[config.mk]
export PLATFORM = sky130hd
export DESIGN_NAME = muldiv_sequencer
export DESIGN_NICKNAME = d
export VERILOG_FILES = /design/src/rtl/muldiv_sequencer.sv
export SDC_FILE = /design/constraint.sdc
export NUM_CORES = 1
export LEC_CHECK = 0
export BUFFER_PORTS_ARGS = -buffer_cell sky130_fd_sc_hd__buf_2
export CORE_MARGIN = 2
export CORE_UTILIZATION = 40
export CTS_BUF_LIST = sky130_fd_sc_hd__clkbuf_8
export DETAILED_ROUTE_END_ITERATION = 16
export PLACE_DENSITY = 0.67
export SLEW_MARGIN = 20
export SYNTH_ARGS = -nofsm -noshare
export SYNTH_HDL_FRONTEND = slang
export SYNTH_SLANG_ARGS = --single-unit
[constraint.sdc]
create_clock -name clk -period 8.7 [get_ports clk]
set_input_delay 1.305 -clock clk [delete_from_list [all_inputs] [get_ports clk]]
set_output_delay 1.305 -clock clk [all_outputs]
set_load 0.005 [all_outputs]
[src/rtl/muldiv_sequencer.sv]
// Multi-cycle MULTU/DIVU unit owning HI/LO; shift-add multiply and restoring divide on one ALU.
// Optional macro MULDIV_EARLY_OUT_EN: multiply finishes once the remaining multiplier bits are 0.
module muldiv_sequencer #(
  parameter int unsigned ITER = 32
) (
  input  logic        clk,
  input  logic        reset,
  input  logic        start,
  input  logic        op,
  input  logic [31:0] src_a,
  input  logic [31:0] src_b,
  input  logic        hi_we,
  input  logic        lo_we,
  input  logic [31:0] wdata,
  output logic        busy,
  output logic        done,
  output logic [31:0] hi,
  output logic [31:0] lo
);

  localparam logic [4:0] LastCnt = 5'(ITER - 1);

  typedef enum logic [1:0] {StIdle, StRun, StDone} state_e;

  state_e      r_state, w_state_nxt;
  logic        r_op;
  logic [4:0]  r_cnt;
  logic [32:0] r_acc;   // multiply accumulator / divide remainder
  logic [31:0] r_q;     // multiplier / quotient shift register
  logic [31:0] r_b;     // multiplicand / divisor
  logic [31:0] r_hi, r_lo;

  logic [2:0]  w_alu_ctrl;
  logic [31:0] w_alu_a, w_alu_b, w_alu_y;
  logic        w_cout;
  logic [32:0] w_rp, w_sum33, w_acc_nxt;
  logic [31:0] w_q_nxt;
  logic        w_ge, w_early, w_last;
  logic [63:0] w_res;

  // Single ALU instance: add for multiply, sub for divide.
  always_comb begin
    w_alu_ctrl = r_op ? 3'b110 : 3'b010;
    w_alu_a    = r_op ? w_rp[31:0] : r_acc[31:0];
    w_alu_b    = r_b;
    unique case (w_alu_ctrl)
      3'b000:  w_alu_y = w_alu_a & w_alu_b;
      3'b001:  w_alu_y = w_alu_a | w_alu_b;
      3'b010:  w_alu_y = w_alu_a + w_alu_b;
      3'b110:  w_alu_y = w_alu_a - w_alu_b;
      3'b111:  w_alu_y = {31'd0, w_alu_a < w_alu_b};
      default: w_alu_y = 32'd0;
    endcase
  end

  // Carry of the 32-bit add rebuilt from the operand and sum MSBs.
  assign w_cout = (w_alu_a[31] & w_alu_b[31]) | ((w_alu_a[31] | w_alu_b[31]) & ~w_alu_y[31]);

  always_comb begin
    w_rp    = {r_acc[31:0], r_q[31]};
    w_ge    = w_rp >= {1'b0, r_b};
    w_sum33 = r_q[0] ? {w_cout, w_alu_y} : r_acc;
    if (r_op) begin
      w_acc_nxt = w_ge ? {1'b0, w_alu_y} : w_rp;
      w_q_nxt   = {r_q[30:0], w_ge};
    end else begin
      w_acc_nxt = {1'b0, w_sum33[32:1]};
      w_q_nxt   = {w_sum33[0], r_q[31:1]};
    end
  end

`ifdef MULDIV_EARLY_OUT_EN
  logic [31:0] w_mask;
  logic [4:0]  w_shamt;
  // Low (31 - cnt) bits of r_q >> 1 are the multiplier bits not yet consumed.
  always_comb begin
    w_mask  = 32'hFFFF_FFFF >> (6'(r_cnt) + 6'd1);
    w_early = ~r_op && (((r_q >> 1) & w_mask) == 32'd0);
    w_shamt = w_early ? (LastCnt - r_cnt) : 5'd0;
    w_res   = {w_acc_nxt[31:0], w_q_nxt} >> w_shamt;
  end
`else
  assign w_early = 1'b0;
  assign w_res   = {w_acc_nxt[31:0], w_q_nxt};
`endif

  assign w_last = (r_cnt == LastCnt) || w_early;

  always_ff @(posedge clk or posedge reset) begin
    if (reset) r_state <= StIdle;
    else       r_state <= w_state_nxt;
  end

  always_comb begin
    w_state_nxt = r_state;
    unique case (r_state)
      StIdle:  if (start) w_state_nxt = StRun;
      StRun:   if (w_last) w_state_nxt = StDone;
      StDone:  w_state_nxt = StIdle;
      default: w_state_nxt = StIdle;
    endcase
  end

  always_ff @(posedge clk or posedge reset) begin
    if (reset) begin
      r_op  <= 1'b0;
      r_cnt <= 5'd0;
      r_acc <= 33'd0;
      r_q   <= 32'd0;
      r_b   <= 32'd0;
      r_hi  <= 32'd0;
      r_lo  <= 32'd0;
    end else begin
      unique case (r_state)
        StIdle: begin
          if (start) begin
            r_op  <= op;
            r_cnt <= 5'd0;
            r_acc <= 33'd0;
            r_q   <= op ? src_a : src_b;
            r_b   <= op ? src_b : src_a;
          end else begin
            if (hi_we) r_hi <= wdata;
            if (lo_we) r_lo <= wdata;
          end
        end
        StRun: begin
          r_acc <= w_acc_nxt;
          r_q   <= w_q_nxt;
          r_cnt <= r_cnt + 5'd1;
          if (w_last) begin
            r_hi <= w_res[63:32];
            r_lo <= w_res[31:0];
          end
        end
        default: ;
      endcase
    end
  end

  assign busy = (r_state != StIdle);
  assign done = (r_state == StDone);
  assign hi   = r_hi;
  assign lo   = r_lo;

endmodule

Yosys cells after proc, flatten, opt, wreduce, memory -nomap -nowiden:

Index checks and enable logic that the tools add are counted.

* logic and storage cells: 67
* flip-flop bits (word level): 169
* output and inout port bits: 66

* add/sub/neg operators: 3
* bitwise operators: 7
* reductions and logical operators: 9
* equal/unequal tests: 12
* mux-type cells: 26
* order comparisons: 2

Operators by type and width (number)
* two-way mux 32 bit: 11
* one-hot mux 32 bit (2 select lines): 3
* one-hot mux 32 bit (5 select lines): 1
* two-way mux 33 bit: 4
* one-hot mux 33 bit (2 select lines): 1
* greater-or-equal comparator 33 x 32 -> 1 bit: 1
* adder 32 bit: 1
* bitwise AND 32 bit: 1
* less-than comparator 32 bit: 1
* OR 32 bit: 1
* subtractor 32 bit: 1
* != test 2 bit, second input constant: 5
* one-hot mux 5 bit (2 select lines): 1
* AND reduction 4 bit: 2
* == test 3 bit, second input constant: 2
* AND reduction 2 bit: 3
* adder 5 x 1 -> 5 bit, second input constant: 1
* == test 5 bit, second input constant: 1
* two-way mux 5 bit: 1
* two-way mux 2 bit: 2
* one-hot mux 2 bit (2 select lines): 1
* nonzero test 2 bit: 2
* == test 3 x 1 -> 1 bit, second input constant: 1
* == test 3 x 2 -> 1 bit, second input constant: 1
* 8 further kinds: 10

Depth between registers and ports, before layout:

* word-level depth: 10
* depth in mapped cells: 22

Worst setup path before layout:

No wires, ideal clock.

* kind: reg2reg
* start: register r_b[5]
* end: register r_hi[31], in the netlist hi[31]
* path buffers: 2
* cell stages (with the launch flop): 20
* data required time: 8.562 ns
* library setup time: 0.138 ns
* period minus slack after synthesis: 4.773 ns
* slack: 3.927 ns
* data arrival time: 4.635 ns
* path through: dfrtp_1 -> nor4_1 -> nand2_1 -> nor4_1 -> nand3_1 -> nor4_1 -> and3_1 -> a41oi_1 -> xnor2_1 -> ha_1 -> clkbuf_1 -> and4_1 -> clkbuf_1 -> and3_1 -> nand3_1 -> o211ai_1 -> xor2_1 -> mux2_2 -> o2111ai_1 -> a31oi_1

* word-level cells in the longest chain between the ends: 9

RTL lines
* start: declaration: line 30 `logic [31:0] r_b;`
* start signal: assignment: line 121 `r_b <= op ? src_b : src_a;`
* subtractor 32 bit or adder 32 bit (tied branches): line 50, 49
* one-hot mux 32 bit (5 select lines): line 46 `unique case (w_alu_ctrl)`
* NOT 1 bit: line 57 `assign w_cout = (w_alu_a[31] & w_alu_b[31]) | ((w_alu_a[31] | w_alu_b[31]) & ~w_alu_y[31]);`
* bitwise AND 1 bit: line 57
* OR 1 bit: line 57
* two-way mux 33 bit: line 62 `w_sum33 = r_q[0] ? {w_cout, w_alu_y} : r_acc;`
* two-way mux 33 bit (*): line 63 `if (r_op) begin`
* two-way mux 32 bit (*): line 131 `if (w_last) begin`
* one-hot mux 32 bit (2 select lines) (*): line 114 `unique case (r_state)`
* end signal: assignment: line 123 `if (hi_we) r_hi <= wdata;`
* end signal: assignment: line 132 `r_hi <= w_res[63:32];`
* end: declaration: line 31 `logic [31:0] r_hi, r_lo;`

Every way passes the cells marked *; elsewhere a longest branch is shown, timed or not. The select of a mux whose other input is x is not followed.
A chain may end at the register's enable or synchronous reset.

Worst setup path in the final report:

* start: register r_b[0]
* end: register r_hi[31], in the netlist hi[31]

The elaborated chain is that of the path after synthesis.

==> metrics list <==
- Final sum of negative setup slack: 0 ps
* Area contributors post-synth: dfrtp_1 (34%), mux2i_1 (9.5%), ha_1 (6.7%), nand2_1 (6.3%), o21ai_0 (6.1%)
* Hold path startpoint: lo[5]$_DFFE_PP0P_
- Critical path buffer and inverter count: 1
- Non-filler cells, final: 1,965
- Area fraction of the dominant cell type after synthesis: 33.8%
- Terminating pin of the worst hold path: lo[5]$_DFFE_PP0P_
- Slowest stage cell on the critical path: nor4_1
- Uppermost routed layer: met4
- Nets: 1,726
- Total global-route track usage: 23.9%
- Global-route wire length before repair: 62,100 microns
* Predominant post-synthesis flop cell: dfrtp_1
- At the later pin of the worst-skew pair, clock insertion delay measures 470 ps.
- The critical path is of the reg2reg type.
- Period utilisation layout: 66.2%
- Final Critical Period: 5760 ps
* Flip-flop and latch count after synthesis: 169
* Post-synthesis instance total: 1,454
* Total nets after synthesis: 1,624
- Buffers added to address setup during post-CTS repair amount to 0.
- In the synthesized netlist, mux cells make up 14.2% of the area.
- Path category of the worst min-delay check: reg2reg
- The final hold violation count is 0.
- Critical path's top delay family: simple AND/OR/NAND/NOR gates
- For the pin with the worst max-slew slack, the measured transition is 1070 ps.
- TritonCTS built the clock tree.
- The count of nets left with antenna violations once routing finished came out at 0.
- The synthesized netlist devotes 22.1% of its cell area to compound gates.
- Initial DRC Count: 916
- Horiz. Die Dim: 181 microns
- Detail Placement HPWL: 29,500 microns
* Setup skew after layout: 20.4 ps
* Number of instances in the placed design: 1,933
- Clock-pin slew on the worst setup and hold paths: 100 ps
- Across the run, the number of max-cap violations was 0.
* Routed wl met2: 17,200 microns
- In the routed layout, each cell is associated on average with a via count of 5.84.
* Top-count cell post-synth: nand2_1
- Relative area change from synthesis to final layout: 12.3%
- The clock passes through at most 2 buffers.
* Category of the worst setup path launch point: flip-flop
* Synth top cells by count: nand2_1 (210), dfrtp_1 (169), o21ai_0 (152)
- The worst register-to-register path has a depth of 20.
- Post-synthesis share of cell area spent on and, or, nand and nor gates: 14.6%
* Syn avg cell area: 8.61 sq um
- The worst hold path was traced through 2 stages.
- Achievable clock frequency: 174 MHz
* Largest net degree at the start of global routing: 87
* Count of cell types in the netlist: 71
- The endpoint identified for the worst register-to-register timing path is hi[31]$_DFFE_PP0P_.
- After clock tree synthesis, the flow added hold-fix buffers numbering 0.
- Sequential cells were found to cover 33.8% of the synthesized design area.
* Maximum fanout encountered on the critical timing path: 10
- The synthesized design contains 0 enable-type register cells.
- In the routed design, unresolved DRC markers number 0.
* Ratio of cells with drive above 1 in the final layout: 17.7%
- Xor and xnor fraction of the mapped netlist area: 3.96%
- On the worst path, the slowest cell contributes a delay of 500 ps.
- Run status: complete, no violations
- Resize count post-CTS: 0
- Post-Synthesis Cell Area: 0.0125 sq mm
* Core Footprint: 0.0307 sq mm
* Total number of vias: 11,500
- DIE HEIGHT: 181 microns
- The total overflow left after global routing is 0.
* Launching point of the worst reg2reg path: r_b[0]$_DFFE_PP0P_
- Clk root buf: clkbuf_8
* Max Slew Vio Count: 0
* Cell chain of the critical path: inv_1 -> ha_1 -> nor2b_1 -> nand2_1 -> nor4_1 -> nand3_1 -> nor4_1 -> and3_1 -> a41oi_1 -> xnor2_1 -> ha_1 -> a21oi_1 -> o21ai_0 -> a311o_1 -> a2bb2oi_1 -> o211ai_1 -> xor2_1 -> mux2_2 -> o2111ai_1 -> a31oi_1
* Post-synthesis share of cell area spent on full adders, half adders and majority gates: 6.85%
- The detailed router put a total of 18,500 microns of wire on met1.
- Input and output buffers added on the ports amount to 167.
- The worst setup path is captured at a flip-flop.
* I/O Pins: 168
* Number of detailed-route iterations in the first pass: 5
- At the worst endpoint, the arrival time is 6100 ps.
* Starting utilization of the core area: 40.7%
- STA puts the critical path data required time at 9050 ps.
* # H-tree levels: 4
- dfrtp_1 takes more of the synthesized area than any other cell.
* Number of antenna violations at the first check in global routing: 1
* Remaining max-slew budget at the tightest pin: 28.6%
- Number of failing setup endpoints in the final timing report: 0
- Die area: 0.0327 sq mm
* Antenna cell count: 0
- In the final routed layout, each cell accounts on average for 20.0 microns.
- Dominant combinational cell family by area after synthesis: compound AO/OA/AOI/OAI gates
- Total number of yosys warnings: 0
* Number of global-route vias before repair: 11,100
- Setup slack on the worst reg-to-reg path comes out at 2940 ps.
* Total length of routed met3 wires: 2750 microns
- Counting every sink on the clock net gives 169.
- Wires add up to 39,300 microns.
- RSZ-0062 raised after global routing: no
- Number of buffers inserted during clock tree synthesis: 17
* RePlAce Congestion: 0.921
- Asr flop ratio synth: 100%
* Standard-cell rows: 64
-- area by class of cell --
| cell class | instances | area, sq um |
|---|---|---|
| Clock buffer | 22 | 303 |
| Inverter | 48 | 185 |
| Multi-Input combinational cell | 1141 | 7760 |
| Tap cell | 396 | 495 |
| Sequential cell | 169 | 4230 |
| Timing Repair Buffer | 179 | 928 |
| Clock inverter | 10 | 163 |
| Fill cell | 3049 | 16700 |
-- per-layer routing --
| metal | GRT usage, % | up-vias |
|---|---|---|
| met1 | 34.3 | 5533 |
| met2 | 36.5 | 400 |
| met4 | 7.06 | 0 |
| met5 | 0 | - |
| met3 | 4.47 | 56 |
| li1 | - | 5480 |
-- worst reg2reg max path, delay by kind of cell, from the launching register on --
kind | cells | cell delay (ps)
compound gates | 8 | 1730
fa+ha+maj | 2 | 580
simple gates | 6 | 1910
mux | 1 | 370
buf+inv | 1 | 80
flops | 1 | 450
xor+xnor | 2 | 510
-- cell families after synthesis --
| family | Yosys count |
|---|---|
| AO/OA/AOI/OAI | 441 |
| XOR/XNOR | 55 |
| adder cells (fa/ha/maj) | 68 |
| buffers and inverters | 144 |
| flip-flops | 169 |
| multiplexers | 171 |
| AND/OR/NAND/NOR | 406 |
-- cells in the final DEF, fill, tap and decap left out, types with 5 or more instances in the layout --
master,synthesis,final
nand2_1,210,209
dfrtp_1,169,168
buf_2,0,166
o21ai_0,152,151
mux2i_1,119,119
a21oi_1,87,87
nor2_1,76,74
ha_1,67,67
mux2_2,52,52
inv_1,48,48
xnor2_1,44,44
a21o_1,35,35
a31oi_1,33,33
o211ai_1,29,29
a211oi_1,22,22
clkbuf_8,0,22
nor2b_1,18,17
nand3_1,17,17
nor3_1,17,17
buf_4,2,13
nand4_1,12,12
xor2_1,10,10
and2_1,11,10
o21a_1,9,9
a211o_1,9,9
nor4_1,9,9
and3_1,8,8
a311oi_1,7,7
or3_1,6,6
or4_1,5,5
nor3b_1,5,5
-- worst max path at each step --
stage                            start            endpoint  slack [ps]  cells past startpoint
finish              r_b[0]$_DFFE_PP0P_  hi[31]$_DFFE_PP0P_        2940                     20
global route        r_b[0]$_DFFE_PP0P_  hi[31]$_DFFE_PP0P_        2480                     20
CTS                 r_b[0]$_DFFE_PP0P_  hi[29]$_DFFE_PP0P_        3000                     18
detailed placement  r_b[0]$_DFFE_PP0P_  hi[29]$_DFFE_PP0P_        3050                     18
global placement    r_b[0]$_DFFE_PP0P_  hi[31]$_DFFE_PP0P_        3230                     20
floorplan                        reset   hi[0]$_DFFE_PP0P_        2820                      1
-- through the flow --
step | instance area (sq um) | hold slack, ps | util, % | worst slack [ps]
after detailed placement | 13600 | 470 | 44.2 | 3050
after global placement | 13600 | 463 | 44.2 | 3230
after floorplan | 12500 | 442 | - | 2820
after CTS | 14100 | 491 | 45.7 | 3000
final | 14100 | 485 | 45.7 | 2940
after global routing | 14100 | 514 | 45.7 | 2480
-- registers in the layout, summed over array words and instances, names as in the netlist --
register,cells
hi,32
lo,32
r_acc,33
r_b,32
r_cnt,5
r_op,1
r_q,32
r_state,2
Power is not shown: default switching activity piles up to over one toggle a cycle in this logic, so the estimate is an artifact.
